--- src/rtl/adder_tree_acc_pipe.sv ---
`default_nettype none
// ============================================================================
// Module      : adder_tree_acc_pipe
// Description : Pipelined signed NUM_IN-operand adder tree with a valid flag
//               and an optional saturating running accumulator.
// Revision    : 1.0 - initial release
// ============================================================================
module adder_tree_acc_pipe #(
    parameter int WIDTH     = 12,
    parameter int NUM_IN    = 8,
    parameter int ACC_GUARD = 4,
    localparam int LVL      = $clog2(NUM_IN),
    localparam int SUM_W    = WIDTH + LVL,
    localparam int ACC_W    = SUM_W + ACC_GUARD
) (
    input  logic                    clk,
    input  logic                    rst_n,
    input  logic                    in_valid,
    input  logic [NUM_IN*WIDTH-1:0] din,
    input  logic                    acc_mode,
    input  logic                    acc_clr,
    output logic                    out_valid,
    output logic [SUM_W-1:0]        sum,
    output logic                    acc_valid,
    output logic [ACC_W-1:0]        acc_sum,
    output logic                    acc_ovf
);

    // Bit offset of tree level l inside the flat tree register; level l holds
    // NUM_IN>>l operands of WIDTH+l bits each.
    function automatic int lvl_off(input int l);
        int o;
        o = 0;
        for (int m = 0; m < l; m++) begin
            o += (NUM_IN >> m) * (WIDTH + m);
        end
        return o;
    endfunction

    localparam int TREE_W = lvl_off(LVL + 1);
    localparam logic [ACC_W-1:0] ACC_MAX = {1'b0, {(ACC_W-1){1'b1}}};
    localparam logic [ACC_W-1:0] ACC_MIN = {1'b1, {(ACC_W-1){1'b0}}};

    logic [TREE_W-1:0] tree_q, tree_d;
    logic [LVL:0]      vld_q, mode_q, clr_q;

    assign tree_d[NUM_IN*WIDTH-1:0] = din;

    generate
        for (genvar l = 1; l <= LVL; l++) begin : g_lvl
            localparam int OW   = WIDTH + l;
            localparam int IW   = OW - 1;
            localparam int IOFF = lvl_off(l - 1);
            localparam int OOFF = lvl_off(l);
            for (genvar j = 0; j < (NUM_IN >> l); j++) begin : g_pair
                logic [IW-1:0] lhs, rhs;
                assign lhs = tree_q[IOFF + (2*j)*IW +: IW];
                assign rhs = tree_q[IOFF + (2*j+1)*IW +: IW];
                assign tree_d[OOFF + j*OW +: OW] = {lhs[IW-1], lhs} + {rhs[IW-1], rhs};
            end
        end
    endgenerate

    always_ff @(posedge clk) begin
        if (!rst_n) begin
            tree_q <= '0;
            vld_q  <= '0;
            mode_q <= '0;
            clr_q  <= '0;
        end else begin
            tree_q <= tree_d;
            vld_q  <= {vld_q[LVL-1:0], in_valid};
            mode_q <= {mode_q[LVL-1:0], acc_mode};
            clr_q  <= {clr_q[LVL-1:0], acc_clr};
        end
    end

    assign sum       = tree_q[TREE_W-1 -: SUM_W];
    assign out_valid = vld_q[LVL];

    logic [ACC_W-1:0] acc_q, acc_d;
    logic             ovf_q, ovf_d;
    logic             accv_q, accv_d;
    logic [ACC_W-1:0] sum_ext;
    logic [ACC_W:0]   acc_wide;
    logic             sat;

    assign sum_ext  = {{ACC_GUARD{sum[SUM_W-1]}}, sum};
    assign acc_wide = {acc_q[ACC_W-1], acc_q} + {sum_ext[ACC_W-1], sum_ext};
    // Two top bits disagree exactly when the ACC_W-bit result would wrap.
    assign sat      = acc_wide[ACC_W] ^ acc_wide[ACC_W-1];

    always_comb begin
        acc_d  = acc_q;
        ovf_d  = ovf_q;
        accv_d = 1'b0;
        if (vld_q[LVL] && mode_q[LVL]) begin
            accv_d = 1'b1;
            if (clr_q[LVL]) begin
                acc_d = sum_ext;
                ovf_d = 1'b0;
            end else if (sat) begin
                acc_d = acc_wide[ACC_W] ? ACC_MIN : ACC_MAX;
                ovf_d = 1'b1;
            end else begin
                acc_d = acc_wide[ACC_W-1:0];
            end
        end
    end

    always_ff @(posedge clk) begin
        if (!rst_n) begin
            acc_q  <= '0;
            ovf_q  <= 1'b0;
            accv_q <= 1'b0;
        end else begin
            acc_q  <= acc_d;
            ovf_q  <= ovf_d;
            accv_q <= accv_d;
        end
    end

    assign acc_sum   = acc_q;
    assign acc_ovf   = ovf_q;
    assign acc_valid = accv_q;

endmodule
`default_nettype wire
--- config.mk ---
export PLATFORM = sky130hd
export DESIGN_NAME = adder_tree_acc_pipe
export DESIGN_NICKNAME = d
export VERILOG_FILES = /design/src/rtl/adder_tree_acc_pipe.sv
export SDC_FILE = /design/constraint.sdc
export NUM_CORES = 1
export LEC_CHECK = 0
export BUFFER_PORTS_ARGS = -buffer_cell sky130_fd_sc_hd__clkbuf_2
export CORE_MARGIN = 5
export CORE_UTILIZATION = 63
export DETAILED_ROUTE_END_ITERATION = 10
export PLACE_DENSITY = 0.94
export SYNTH_ARGS = -nofsm -noshare
export SYNTH_HDL_FRONTEND = slang
export SYNTH_SLANG_ARGS = --single-unit
--- constraint.sdc ---
create_clock -name clk -period 5 [get_ports clk]
set_clock_uncertainty 0.1 [all_clocks]
set_input_delay 1.25 -clock clk [delete_from_list [all_inputs] [get_ports clk]]
set_output_delay 1.25 -clock clk [all_outputs]
set_load 0.005 [all_outputs]
# [Word-level counts from Yosys, hierarchy flattened]
# Cells that the tools add are included.
[word_totals] wordCells=25 reg_bits=224 inputBits=101
[op_classes] mux=6 n_addsub=8 reduce_logical=3 bitwise_logic=1
[op_table] operator="19-bit two-way mux" count=3
[op_table] operator="12-bit by 12-bit adder with 13-bit output" count=4
[op_table] operator="13-bit by 13-bit adder with 14-bit output" count=2
[op_table] operator="19-bit by 15-bit adder with 20-bit output" count=1
[op_table] operator="14-bit by 14-bit adder with 15-bit output" count=1
[op_table] operator="1-bit two-way mux" count=3
[op_table] operator="2-bit AND reduction" count=1
[op_table] operator="2-bit nonzero test" count=1
[op_table] operator="1-bit logical AND" count=1
[op_table] operator="1-bit XOR" count=1

# [Depth between registers and ports, before layout]
# Gate-level depths: netlist of run 1.
[depth] depth_word=4 depth_mapped=11 mapped_depth_nobuf=11

# [Least setup slack after synthesis of run 1]
# OpenSTA, ideal clock, no wires.
[synth_path] path_kind="register to register" from="reg tree_q[176]" to="reg acc_q[12], in the netlist acc_sum[12]" setup_slack_ns=2.519 setup_ns=0.131 stages_incl_launch_ff=11 period_less_slack_ns=2.481 arrival_time_ns=2.250 path_cell_list="dfxtp_1 ha_1 fa_1 a211oi_1 nor2_1 a21oi_1 o211ai_1 o211ai_4 nand2_4 o21ai_4 a211oi_2"
[synth_between] elab_chain_cells=4 word_cells_on_any_way=5 cone_classes="add/sub: 1; mux: 3; bitwise: 1"
[synth_lines] item="from (decl)" line="44" text="logic [TREE_W-1:0] tree_q, tree_d;"
[synth_lines] item="from (signal assigned)" line="71" text="tree_q <= tree_d;"
[synth_lines] item="19-bit by 15-bit adder with 20-bit output (*)" line="89" text="assign acc_wide = {acc_q[ACC_W-1], acc_q} + {sum_ext[ACC_W-1], sum_ext};"
[synth_lines] item="19-bit two-way mux / 1-bit XOR (equally long branches)" line="103, 91"
[synth_lines] item="19-bit two-way mux (*)" line="102" text="end else if (sat) begin"
[synth_lines] item="19-bit two-way mux (*)" line="99" text="if (clr_q[LVL]) begin"
[synth_lines] item="to (signal assigned)" line="113" text="acc_q <= '0;"
[synth_lines] item="to (signal assigned)" line="117" text="acc_q <= acc_d;"
[synth_lines] item="to (decl)" line="81" text="logic [ACC_W-1:0] acc_q, acc_d;"
# Every way passes the cells marked *; elsewhere a longest branch is shown, timed or not.
# A chain may end at the register's enable or synchronous reset.

# [Final worst setup path of run 1]
[layout_path] from="reg tree_q[176]" to="reg acc_q[0], in the netlist acc_sum[0]"
[layout_between] elab_chain_cells=4 word_cells_on_any_way=5 cone_classes="add/sub: 1; mux: 3; bitwise: 1"
[layout_lines] item="19-bit by 15-bit adder with 20-bit output" line="89"
[layout_lines] item="19-bit two-way mux / 1-bit XOR (equally long branches)" line="103, 91"
[layout_lines] item="19-bit two-way mux" line="102"
[layout_lines] item="19-bit two-way mux (*)" line="99"
# Marks and branches as above.

==> impl_metrics.toml, run 1 <==
[pwr]
power_frac_comb = 0.151
power_leakage_nw = 5.72
clock_power_share = 0.423
swShare = 0.245
power_switching_w = 0.00115
irDropWorstVdd_v = 0.000365
p_int_w = 0.00354
pwr-share-seq = 0.426
power_per_cell_area_nw_per_um2 = 376
total_power_w = 0.00469

[timing]
worst_slew_pin_slew_ns = 0.719
setup_violations = 0
finalHoldViolations = 0
fmax_mhz = 350
fin_setup_tns_ns = 0
slew_headroom = 0.521
drv_slew = 0
min_period_over_period = 0.572
rsz0062_at_grt = "false"
fin_crit_ns = 2.86
timing.hold.ws_ns = 0.332

[clock_network]
htree_levels = 1
root_buffer = "clkbuf_16"
clk_latency_ns = 0.51
cts_num_sinks = 224
post_cts_resized = 0
hold_buffers = 0
path_clk_slew_ns = 0.06
post-cts-setup-buffers = 0
cts_tree = "built"
max-clock-path-buffers = 3
cts_buffers = 24

[die]
io_pins = 138
core_area_um2 = 16700
die_x_um = 141
dieHeight_um = 141
dieArea_um2 = 19900
start_util = 0.647
row_count = 47

[yosys]
synth_cell_types = 55
syn_nets = 1328
yosys_warnings = 0
synth-seq-cells = 224
synthArstFlopShare = 0
yosys-top-cells-count = "224 x dfxtp_1, 172 x and2_1, 107 x ha_1"
syn_inst = 1112
synth-edff-count = 0
synthTopCellsByArea = "dfxtp_1 42%, ha_1 12%, and2_1 10%"
ys_seq_area_frac = 0.415
synth.most_common_cell = "dfxtp_1"
synth_top_cell_by_area = "dfxtp_1"
syn-cell-area_um2 = 10800
syn_area_per_cell_um2 = 9.72
yosys_most_used_dff = "dfxtp_1"
synth_top_area_frac = 0.415

[drt]
final_antenna_net_count = 0
wl_per_cell_um = 14.8
drt_iter0_markers = 401
wirelength_um = 21700
vias_per_cell = 5.41
remaining_drc_errors = 0
firstDrtPassIters = 5
vias = 7952

[worst_setup_path]
r2r_cells = 10
required_ns = 5.33
timing.rr.end = "acc_sum[0]$_SDFFE_PN0P_"
startpoint_type = "flip-flop"
path_max_fanout = 6
regToRegStartpoint = "tree_q[176]$_SDFF_PN0_"
crit_arrival_ns = 3.19
reg2reg_slack_ns = 2.14
crit_type = "reg -> reg"
end_kind = "flip-flop"

[min_path]
hold_depth = 1
hold_start = "clr_q[2]$_SDFF_PN0_"
hp-class = "reg -> reg"
worstHoldEndpoint = "clr_q[3]$_SDFF_PN0_"

[run_status]
run_status = "finished, final reports clean"

[placement]
dp_hpwl_um = 15100
gp_congestion = 0.874
dpl.cell_count = 1426
port_buffers = 137

[finish]
drive_gt1_frac = 0.170
stdcell_count = 1470
finalCoreUtilization = 0.746
final_nets = 1448
n_fill_cell = 1118
seqCellArea_um2 = 4480
multiInputGateArea_um2 = 5910
syn2layout_area_growth_pct = 15.3
num_antenna_cells = 0

[flow_run]
maxCapViolations = 0

[global_route]
grtUsageTotal = 0.215
grt_max_degree = 107
grt_pass1_vias = 8037
antenna_found_initial = 0
grt_overflow = 0
grt_pass1_wl_um = 36700
[logic make-up (layout without fill, tap and decap cells)]
family	count (synthesis)	count (layout)	synth area share
muxes	4	4	0.00371
buffers and inverters	94	232	0.0382
adders and majority gates	115	115	0.139
and+or+nand+nor	361	361	0.194
AOI/OAI and AO/OA	243	243	0.152
DFF	224	224	0.415
xor gates and xnor gates	71	71	0.0576
[routing by layer]
layer,part of all wire,track usage,vias to the layer above
met5,0,0,-
met2,0.50,0.396,235
li1,-,-,4032
met3,0.062,0.0359,33
met1,0.42,0.263,3652
met4,0.017,0.0505,0
[cell usage in the layout (no fill, tap or decap), types with 5 or more instances in the layout]
master,instances
nor2_1,37
xor2_1,20
a2111o_1,6
nand3_1,7
nor3b_1,20
o21a_1,8
o211ai_1,7
xnor2_1,51
inv_1,49
a21oi_2,5
clkbuf_2,136
nand2_1,39
clkinv_2,5
a211oi_2,12
o21ai_0,54
clkbuf_16,25
dfxtp_1,224
nor3_1,15
a21oi_1,68
nand2b_1,8
o21ai_1,15
ha_1,107
bufinv_16,6
nor2b_1,34
fa_1,8
a21o_1,23
or3_1,13
and2_1,172
a21boi_0,10
a31oi_1,10
[flip-flops by register name, summed over array words and instances, names as in the netlist]
name,cells
acc_ovf,1
tree_q,191
acc_sum,19
mode_q,4
acc_valid,1
clr_q,4
vld_q,4
[power by group through the flow]
stage	logic, W	clock network (W)	registers, W
final	0.000707	0.00198	0.00200
after detailed placement	0.000685	0	0.00203
after floorplan	0.000556	0	0.00200
after global placement	0.000660	0	0.00203
after CTS	0.000707	0.00201	0.00199
after global routing	0.000793	0.00210	0.00200
[worst max-delay path, stage by stage (launching register included)]
cell	delay (ns)
dfxtp_1	0.34
ha_1	0.25
fa_1	0.44
a211oi_1	0.23
nor2_1	0.11
a21oi_1	0.34
o21a_1	0.23
o211ai_4	0.15
a21oi_2	0.31
o21ai_0	0.14
a21oi_1	0.15
[per-stage QoR]
step / cell area, um2 / worst slack (ns)
5_1_grt: 12500 / 1.92
6_report: 12500 / 2.14
2_1_floorplan: 10800 / 2.52
4_1_cts: 12500 / 2.16
3_3_place_gp: 11600 / 2.25
3_5_place_dp: 11600 / 2.16
[worst max path at each step]
stage / startpoint / endpoint / cells after the start / slack (ns)
after floorplan: tree_q[176]$_SDFF_PN0_ / acc_sum[12]$_SDFFE_PN0P_ / 10 / 2.52
after global placement: rst_n / tree_q[137]$_SDFF_PN0_ / 3 / 2.25
after detailed placement: rst_n / tree_q[111]$_SDFF_PN0_ / 3 / 2.16
after CTS: tree_q[176]$_SDFF_PN0_ / acc_sum[0]$_SDFFE_PN0P_ / 10 / 2.16
after global routing: tree_q[96]$_SDFF_PN0_ / tree_q[160]$_SDFF_PN0_ / 11 / 1.92
final: tree_q[176]$_SDFF_PN0_ / acc_sum[0]$_SDFFE_PN0P_ / 10 / 2.14
[area by class of cell]
cell class / instances / area share
clock buffer: 31 / 0.0552
sequential: 224 / 0.360
clock inverter: 13 / 0.0177
tap: 220 / 0.0221
multi-input combinational: 794 / 0.474
timing repair buffer: 139 / 0.0564
inverter: 49 / 0.0148
Power figures use the tool's default switching activity.
==> inputs of run 2 (changes only) <==
--- a/config.mk
+++ b/config.mk
@@ -7,9 +7,9 @@
 export LEC_CHECK = 0
 export BUFFER_PORTS_ARGS = -buffer_cell sky130_fd_sc_hd__clkbuf_2
 export CORE_MARGIN = 5
-export CORE_UTILIZATION = 63
+export CORE_UTILIZATION = 53
 export DETAILED_ROUTE_END_ITERATION = 10
-export PLACE_DENSITY = 0.94
+export PLACE_DENSITY = 0.85
 export SYNTH_ARGS = -nofsm -noshare
 export SYNTH_HDL_FRONTEND = slang
 export SYNTH_SLANG_ARGS = --single-unit
==> constraint.sdc (replaced) <==
create_clock -name clk -period 2.59 [get_ports clk]
set_clock_uncertainty 0.1 [all_clocks]
set_input_delay 0.6475 -clock clk [delete_from_list [all_inputs] [get_ports clk]]
set_output_delay 0.6475 -clock clk [all_outputs]
set_load 0.005 [all_outputs]
==> impl_metrics.toml, run 2 (synthesis gave the netlist of run 1 again) <==
[global_route]
grt_pass1_wl_um = 34900
grt_pass1_vias = 7671
antenna_found_initial = 0
grtUsageTotal = 0.173
grt_max_degree = 68
grt_overflow = 0

[pwr]
power_per_cell_area_nw_per_um2 = 683
irDropWorstVdd_v = 0.000478
power_leakage_nw = 5.86
total_power_w = 0.00884

[timing]
finalHoldViolations = 0
drv_slew = 0
fin_crit_ns = 2.59
rsz0062_at_grt = "true"
setup_violations = 0
fmax_mhz = 386
slew_headroom = 0.601
fin_setup_tns_ns = 0
min_period_over_period = 1.00
worst_slew_pin_slew_ns = 0.597

[finish]
final_nets = 1483
num_antenna_cells = 0
regMostFlops = "tree_q"
syn2layout_area_growth_pct = 19.7
layout_common_cells = "220 x dfxtp_1, 172 x and2_1, 136 x clkbuf_2"
largest_register_ffs = 191
final_common_cell = "dfxtp_1"
drive_gt1_frac = 0.216

[die]
row_count = 52
die_x_um = 153
io_pins = 138
dieArea_um2 = 23300
dieHeight_um = 153
core_area_um2 = 20200
start_util = 0.536

[drt]
wl_per_cell_um = 13.4
final_antenna_net_count = 0
wl_met3_um = 1010
firstDrtPassIters = 4
vias_per_cell = 5.05
drt_iter0_markers = 209
vias = 7840
wirelength_um = 20800
top_layer_used = "met4"
wl_met1_um = 9290
wl_met2_um = 10100
remaining_drc_errors = 0

[placement]
gp_congestion = 0.867
port_buffers = 137
dp_hpwl_um = 15300

[min_path]
hp-class = "in -> reg"

[clock_network]
max-clock-path-buffers = 3
cts_tree = "built"
root_buffer = "clkbuf_16"
clk_latency_ns = 0.53
htree_levels = 1
cts_num_sinks = 224
path_clk_slew_ns = 0.06
cts_buffers = 24

[worst_setup_path]
path_delay_family = "compound AO/OA/AOI/OAI gates"
crit_arrival_ns = 2.93
path_cells = "ha_4 > fa_2 > a211oi_2 > nor2_2 > a21oi_2 > buf_4 > o21a_1 > o211ai_4 > buf_4 > nor2_4 > o21ai_0 > a21oi_1"
path_buf_inv = 2
path_max_fanout = 5
startpoint_type = "flip-flop"
cpMaxStageDelayCell = "dfxtp_4"
end_kind = "flip-flop"
required_ns = 2.93
crit_type = "reg -> reg"
path_common_cell = "buf_4"
max_stage_delay_ns = 0.36

[run_status]
run_status = "finished, final reports clean"

[flow_run]
maxCapViolations = 0
==> run 2: repair_timing <==
action                                  4_1_cts  5_1_grt
hold buffers                                  0        0
hold endpoints to repair                      0        0
setup buffers                                 1       10
pin swaps                                     3       27
endpoints found under the setup margin       20       36
gates resized for setup                       6       45
gates cloned                                  0        1
==> run 2: per-layer routing <==
metal  track usage  vias up
met2         0.296      167
li1              -     4089
met3        0.0284       38
met5             0        -
met1         0.228     3546
met4        0.0445        0
==> run 2: layout make-up <==
cell class / instances / area, um2
fill: 1612 / 7230
multi-input combinational: 795 / 6090
sequential: 224 / 4490
timing repair buffer: 173 / 983
clock buffer: 31 / 657
tap: 270 / 338
clock inverter: 12 / 188
inverter: 49 / 184
==> run 2: worst reg2reg max path: cells and delay by family (launching register included) <==
family                     cells  cell delay, ns
DFF                            1            0.36
and+or+nand+nor                2            0.21
AOI/OAI and AO/OA              6            1.00
buffers and inverters          2            0.34
adders and majority gates      2            0.51
==> run 2: final timing paths <==
kind                                start                       to  slack [ns]  depth (start not counted)
hold / removal                    din[27]    tree_q[27]$_SDFF_PN0_        0.22                          2
setup / recovery  acc_sum[0]$_SDFFE_PN0P_  acc_sum[0]$_SDFFE_PN0P_      0.0009                         12
hold reg to reg       vld_q[2]$_SDFF_PN0_      vld_q[3]$_SDFF_PN0_        0.33                          1
setup reg to reg  acc_sum[0]$_SDFFE_PN0P_  acc_sum[0]$_SDFFE_PN0P_      0.0009                         12
==> run 2: per-stage QoR <==
stage / util / hold slack (ns) / area [um2] / setup WS, ns / std cells
3_5_place_dp: 0.585 / 0.320 / 11800 / -0.0729 / 1499
3_3_place_gp: 0.585 / 0.319 / 11800 / -0.0652 / 1499
6_report: 0.641 / 0.222 / 12900 / 0.000909 / 1554
4_1_cts: 0.629 / 0.197 / 12700 / 0.00544 / 1543
5_1_grt: 0.641 / 0.203 / 12900 / -0.134 / 1554
2_1_floorplan: - / 0.312 / 10800 / 0.109 / 1112
==> run 2: report_power, final <==
| group | internal [W] | leakage (nW) | total, W | switching, W |
|---|---|---|---|---|
| Combinational | 0.000722 | 3.59 | 0.00144 | 0.000722 |
| Sequential | 0.00371 | 1.86 | 0.00384 | 0.000134 |
| Clock | 0.00220 | 0.414 | 0.00355 | 0.00135 |
| Total | 0.00663 | 5.86 | 0.00884 | 0.00221 |
